### src/rtl/gumnut_int_ctrl_if.sv
// gumnut_int_ctrl_if: Gumnut I/O port bus between the CPU (master) and a port peripheral (slave).
interface gumnut_int_ctrl_if;
  logic       port_cyc_i;
  logic       port_stb_i;
  logic       port_we_i;
  logic [7:0] port_adr_i;
  logic [7:0] port_dat_i;
  logic [7:0] port_dat_o;
  logic       port_ack_o;
  modport master (
    output port_cyc_i, port_stb_i, port_we_i, port_adr_i, port_dat_i,
    input  port_dat_o, port_ack_o
  );
  modport slave (
    input  port_cyc_i, port_stb_i, port_we_i, port_adr_i, port_dat_i,
    output port_dat_o, port_ack_o
  );
endinterface

### src/rtl/gumnut_int_ctrl.sv
// gumnut_int_ctrl: prioritised edge-triggered interrupt controller on the Gumnut port bus.
module gumnut_int_ctrl #(
  parameter int         NUM_SRC  = 4,
  parameter logic [7:0] BASE_ADR = 8'hF0
) (
  input  logic               clk_i,
  input  logic               rst_i,
  gumnut_int_ctrl_if.slave   bus,
  input  logic [NUM_SRC-1:0] irq_i,
  output logic               int_req_o,
  input  logic               int_ack_i
);
  localparam logic [7:0] SRC_M = 8'((1 << NUM_SRC) - 1);
  typedef enum logic [1:0] {IDLE, REQ, SERVICE} state_t;
  state_t             state_q, state_d;
  logic [NUM_SRC-1:0] irq_q;
  logic [7:0]         pend_q, pend_d, mask_q, mask_d, vec_q, vec_d, dat_q, dat_d;
  logic [7:0]         active, take, rdata;
  logic               gen_q, gen_d, ack_q, hit, wr;
  logic [1:0]         off;
  logic [2:0]         id;
  always_comb begin
    off    = bus.port_adr_i[1:0];
    hit    = bus.port_cyc_i & bus.port_stb_i & (bus.port_adr_i[7:2] == BASE_ADR[7:2]) & ~ack_q;
    wr     = hit & bus.port_we_i;
    active = gen_q ? pend_q & mask_q : 8'h00;
    id     = 3'd0;
    for (int i = NUM_SRC - 1; i >= 0; i--) id = active[i] ? 3'(i) : id;
    take    = 8'h00;
    state_d = state_q;
    vec_d   = vec_q;
    if (state_q == IDLE && active != 8'h00) state_d = REQ;
    else if (state_q == REQ && int_ack_i) begin
      state_d = SERVICE;
      take    = active != 8'h00 ? 8'h01 << id : 8'h00;
      vec_d   = active != 8'h00 ? {5'b10000, id} : 8'h00;
    end else if (state_q == SERVICE && wr && off == 2'd2) begin
      state_d = IDLE;
      vec_d   = 8'h00;
    end
    // a new edge beats a software or acknowledge clear in the same cycle
    pend_d = (pend_q & ~(wr && off == 2'd0 ? bus.port_dat_i : 8'h00) & ~take) | 8'(irq_i & ~irq_q);
    mask_d = wr && off == 2'd1 ? bus.port_dat_i & SRC_M : mask_q;
    gen_d  = wr && off == 2'd3 ? bus.port_dat_i[0] : gen_q;
    rdata  = off == 2'd0 ? pend_q : off == 2'd1 ? mask_q : off == 2'd2 ? vec_q : {7'b0, gen_q};
    dat_d  = hit && !bus.port_we_i ? rdata : 8'h00;
  end
  always_ff @(posedge clk_i or negedge rst_i) begin
    if (!rst_i) begin
      state_q <= IDLE;
      irq_q   <= '0;
      pend_q  <= 8'h00;
      mask_q  <= 8'h00;
      vec_q   <= 8'h00;
      gen_q   <= 1'b0;
      ack_q   <= 1'b0;
      dat_q   <= 8'h00;
    end else begin
      state_q <= state_d;
      irq_q   <= irq_i;
      pend_q  <= pend_d;
      mask_q  <= mask_d;
      vec_q   <= vec_d;
      gen_q   <= gen_d;
      ack_q   <= hit;
      dat_q   <= dat_d;
    end
  end
  assign int_req_o      = state_q == REQ;
  assign bus.port_ack_o = ack_q;
  assign bus.port_dat_o = dat_q;
endmodule

### src/flat_wrapper.sv
// flat-port wrapper written by rule: the top's interface ports become plain ports
module gumnut_int_ctrl_flat 
#(
  parameter int         NUM_SRC  = 4,
  parameter logic [7:0] BASE_ADR = 8'hF0
)
  (clk_i, rst_i, irq_i, int_req_o, int_ack_i, bus_port_cyc_i, bus_port_stb_i, bus_port_we_i, bus_port_adr_i, bus_port_dat_i, bus_port_dat_o, bus_port_ack_o);
  gumnut_int_ctrl_if bus_i ();
  input  logic clk_i;
  input  logic rst_i;
  input  logic [NUM_SRC-1:0] irq_i;
  output logic int_req_o;
  input  logic int_ack_i;
  input wire logic [$bits(bus_i.port_cyc_i)-1:0] bus_port_cyc_i;
  input wire logic [$bits(bus_i.port_stb_i)-1:0] bus_port_stb_i;
  input wire logic [$bits(bus_i.port_we_i)-1:0] bus_port_we_i;
  input wire logic [$bits(bus_i.port_adr_i)-1:0] bus_port_adr_i;
  input wire logic [$bits(bus_i.port_dat_i)-1:0] bus_port_dat_i;
  output wire logic [$bits(bus_i.port_dat_o)-1:0] bus_port_dat_o;
  output wire logic [$bits(bus_i.port_ack_o)-1:0] bus_port_ack_o;
  assign bus_i.port_cyc_i = bus_port_cyc_i;
  assign bus_i.port_stb_i = bus_port_stb_i;
  assign bus_i.port_we_i = bus_port_we_i;
  assign bus_i.port_adr_i = bus_port_adr_i;
  assign bus_i.port_dat_i = bus_port_dat_i;
  assign bus_port_dat_o = bus_i.port_dat_o;
  assign bus_port_ack_o = bus_i.port_ack_o;
  gumnut_int_ctrl #(.NUM_SRC(NUM_SRC), .BASE_ADR(BASE_ADR)) u_core (.clk_i(clk_i), .rst_i(rst_i), .bus(bus_i), .irq_i(irq_i), .int_req_o(int_req_o), .int_ack_i(int_ack_i));
endmodule
### config.mk
export PLATFORM = sky130hd
export DESIGN_NAME = gumnut_int_ctrl_flat
export DESIGN_NICKNAME = d
export VERILOG_FILES = /design/src/rtl/gumnut_int_ctrl_if.sv /design/src/rtl/gumnut_int_ctrl.sv /design/src/flat_wrapper.sv
export SDC_FILE = /design/constraint.sdc
export NUM_CORES = 1
export LEC_CHECK = 0
export ABC_CLOCK_PERIOD_IN_PS = 3400
export CAP_MARGIN = 10
export CORE_MARGIN = 8
export CORE_UTILIZATION = 31
export DETAILED_ROUTE_END_ITERATION = 8
export GPL_TIMING_DRIVEN = 0
export PLACE_DENSITY = 0.61
export SYNTH_ARGS = -nofsm -noshare
export SYNTH_HDL_FRONTEND = slang
export SYNTH_SLANG_ARGS = --single-unit
### constraint.sdc
create_clock -name clk_i -period 3.4 [get_ports clk_i]
set_input_delay 0.34 -clock clk_i [delete_from_list [all_inputs] [get_ports clk_i]]
set_output_delay 0.34 -clock clk_i [all_outputs]
set_load 0.01 [all_outputs]
==> reports/qor.yml <==
setup_path:
  start_kind: "input port"
  worstPathCellList: "clkdlybuf4s50_1 -> buf_2 -> nand3b_1 -> nor4_1 -> mux2_2"
  worstSetupPathType: "input port to register"
  crit_fanout: 10
  path_buf_inv: 2
  critPathCaptureType: "register"
  critPathMaxStageDelay_ns: 0.78
  cpMaxStageDelayCell: "nor4_1"
  critPathTopFamily: "simple AND/OR/NAND/NOR gates"
  arrival_ns: 2.34
  reg2reg_depth: 3
  path_depth: 5
  cp.required_ns: 3.56
logic_synthesis:
  synth-adder-area-share_pct: 0
  yosysSeqAreaShare_pct: 56.0
  synth_ff_type: "dfrtp_1"
  synth_area_per_cell_um2: 12.0
  synth_edf_count: 0
  synth_top_family_by_area: "simple AND/OR/NAND/NOR gates"
  synth.cell_area_um2: 1390
  yosys-top-cells-count: "dfrtp_1 (31), nand2_1 (13), inv_1 (7), mux2_2 (5), nor4_1 (5)"
  synth_simple_gate_area_share_pct: 20.1
  synth_xor_area_share_pct: 0
  synth_compound_area_share_pct: 11.4
  synth_top_area_share_pct: 56.0
  ys_seq_elements: 31
  synth_top_area_cell: "dfrtp_1"
  synthMuxAreaShare_pct: 8.57
  async_flop_share_pct: 100
  ys.warnings.count: 0
  yosysMostFrequentCell: "dfrtp_1"
  synth_area_leaders: "dfrtp_1 (56%), mux2_2 (4.1%), nand2_1 (3.5%)"
  yosysUniqueCellTypes: 34
  syn_inst: 116
  syn-num-nets: 142
placed_design:
  numPortBuffers: 34
  dp_slack_ns: 0.925
  gp_congestion: 0.857
  place_area_um2: 1820
  dp_hpwl_um: 2390
power_and_ir_drop:
  combPwrFrac_pct: 9.5
  switchingPower_mw: 0.158
  swShare_pct: 22.1
  seq_power_share_pct: 52.8
  intPower_mw: 0.558
  p_leak_nw: 0.806
  vdd_drop_max_mv: 0.224
  clockPowerShare_pct: 37.7
  p_per_area_nw_per_um2: 377
routing:
  ant_nets: 0
  drc_errors: 0
  wl_per_cell_um: 14.6
  dr.first_iter.drc_count: 53
  finalWirelength_um: 3080
  via_per_inst: 4.95
  dr.pass1.iters: 4
  vias: 1044
timing:
  finalSetupViolCount: 0
  fin_tns_setup_ns: 0
  period_needed_ns: 2.17
  setup_slack_ns: 1.23
  max_clock_freq_ghz: 0.460
  hold_viol_final: 0
  finalCritPeriodShare_pct: 63.9
  drv_slew: 0
  rsz0062_at_grt: "false"
  worst_pin_slew_ns: 1.03
  relSlewSlack_pct: 30.9
  clock_skew_ns: 0.00427
global_routing:
  grt_pass1_wl_um: 5310
  grt_max_degree: 19
  grt_pass1_vias: 1112
  overflow: 0
  grt_usage_pct: 9.35
  antenna_found_initial: 0
floorplan:
  die_x_um: 82.9
  core_um2: 4320
  io_pins: 36
  die_area_um2: 6870
  initial_core_util_pct: 32.1
  die_h_um: 82.9
  fp-row-count: 24
cts:
  cts_hold_buf: 0
  cts_setup_buffers: 0
  clk_latency_ns: 0.28
  clock_sinks: 31
  cts_buffers: 5
  htreeDepth: 2
  clk_pin_slew_ns: 0.06
  tritoncts: "done"
  post_cts_resized: 0
  clk_path_buf_depth: 2
  cts-root-buf: "clkbuf_8"
finish:
  finalNetCount: 184
  antenna_cells: 0
  post-route-util_pct: 44.0
  design_area_um2: 1900
  syn_to_final_growth_pct: 37.1
  drive_above_1_share_pct: 13.8
outcome:
  status: "complete, no violations"
min_path:
  hold_depth: 2
  hp-class: "input port to register"
flow_run:
  drv_cap: 0
-- path summary, 6_finish.rpt --
check / to / from / slack, ns
setup reg to reg: u_core.mask_q[1] / u_core.bus.port_ack_o / 1.41
setup / recovery: u_core.mask_q[1] / bus_port_adr_i[1] / 1.23
min in group asynchronous: u_core.irq_q[0] / rst_i / 0.50
hold / removal: u_core.bus.port_dat_o[1] / bus_port_we_i / 0.28
hold reg to reg: u_core.pend_q[0] / u_core.irq_q[0] / 0.43
max in group asynchronous: u_core.pend_q[4] / rst_i / 2.37
-- cell families (layout without fill, tap and decap cells) --
logic type	Yosys count	after routing
AO/OA/AOI/OAI	22	22
buffers and inverters	11	54
flip-flops	31	31
multiplexers	10	10
AND/OR/NAND/NOR	42	42
-- layout make-up --
cell class	count	area (um2)
fill	407	2420
sequential	31	776
multi-input combinational	74	556
timing repair buffer	35	368
clock buffer	7	76.3
tap	52	65.1
buffer	4	28.8
inverter	7	26.3
clock inverter	1	5.00
-- registers in the layout, summed over array words and instances, names as in the netlist --
| signal | cells |
|---|---|
| u_core.pend_q | 8 |
| u_core.bus.port_dat_o | 8 |
| u_core.gen_q | 1 |
| u_core.mask_q | 4 |
| u_core.irq_q | 4 |
| u_core.state_q | 2 |
| u_core.bus.port_ack_o | 1 |
| u_core.vec_q | 3 |
-- per-layer routing --
layer / wire [um] / up-vias / track usage, %
li1: - / 502 / -
met1: 1480 / 502 / 11.7
met2: 1400 / 35 / 14.1
met3: 177 / 5 / 3.81
met4: 33 / 0 / 3.04
met5: 0 / - / 0
-- stage by stage --
step / hold slack [ns] / instances / power, mW
5_1_grt: 0.283 / 211 / 0.749
4_1_cts: 0.270 / 211 / 0.726
3_5_place_dp: 0.424 / 203 / 0.455
3_3_place_gp: 0.404 / 202 / 0.448
2_1_floorplan: 0.0444 / 116 / 0.407
6_report: 0.279 / 211 / 0.716
-- power by group through the flow --
stage	registers (mW)	clock network, mW	logic, mW
floorplan	0.384	0	0.0231
global placement	0.385	0	0.0633
detailed placement	0.385	0	0.0695
CTS	0.378	0.278	0.0697
global route	0.379	0.296	0.0750
finish	0.378	0.270	0.0680
-- layout by cell type, fill, tap and decap left out, drive strengths merged, types with 2 or more instances in the layout --
cell           instances
nor2                   4
clkbuf                 7
clkdlybuf4s50         34
a21boi                 4
nand2                 13
a22o                   2
mux2i                  4
o22ai                  3
and2                   4
a32o                   3
nand3b                 4
inv                    7
a31oi                  2
nor4                   6
o21ai                  4
mux2                   5
dfrtp                 31
buf                    5
nor3                   2
nand3                  2
Power figures use the tool's default switching activity.
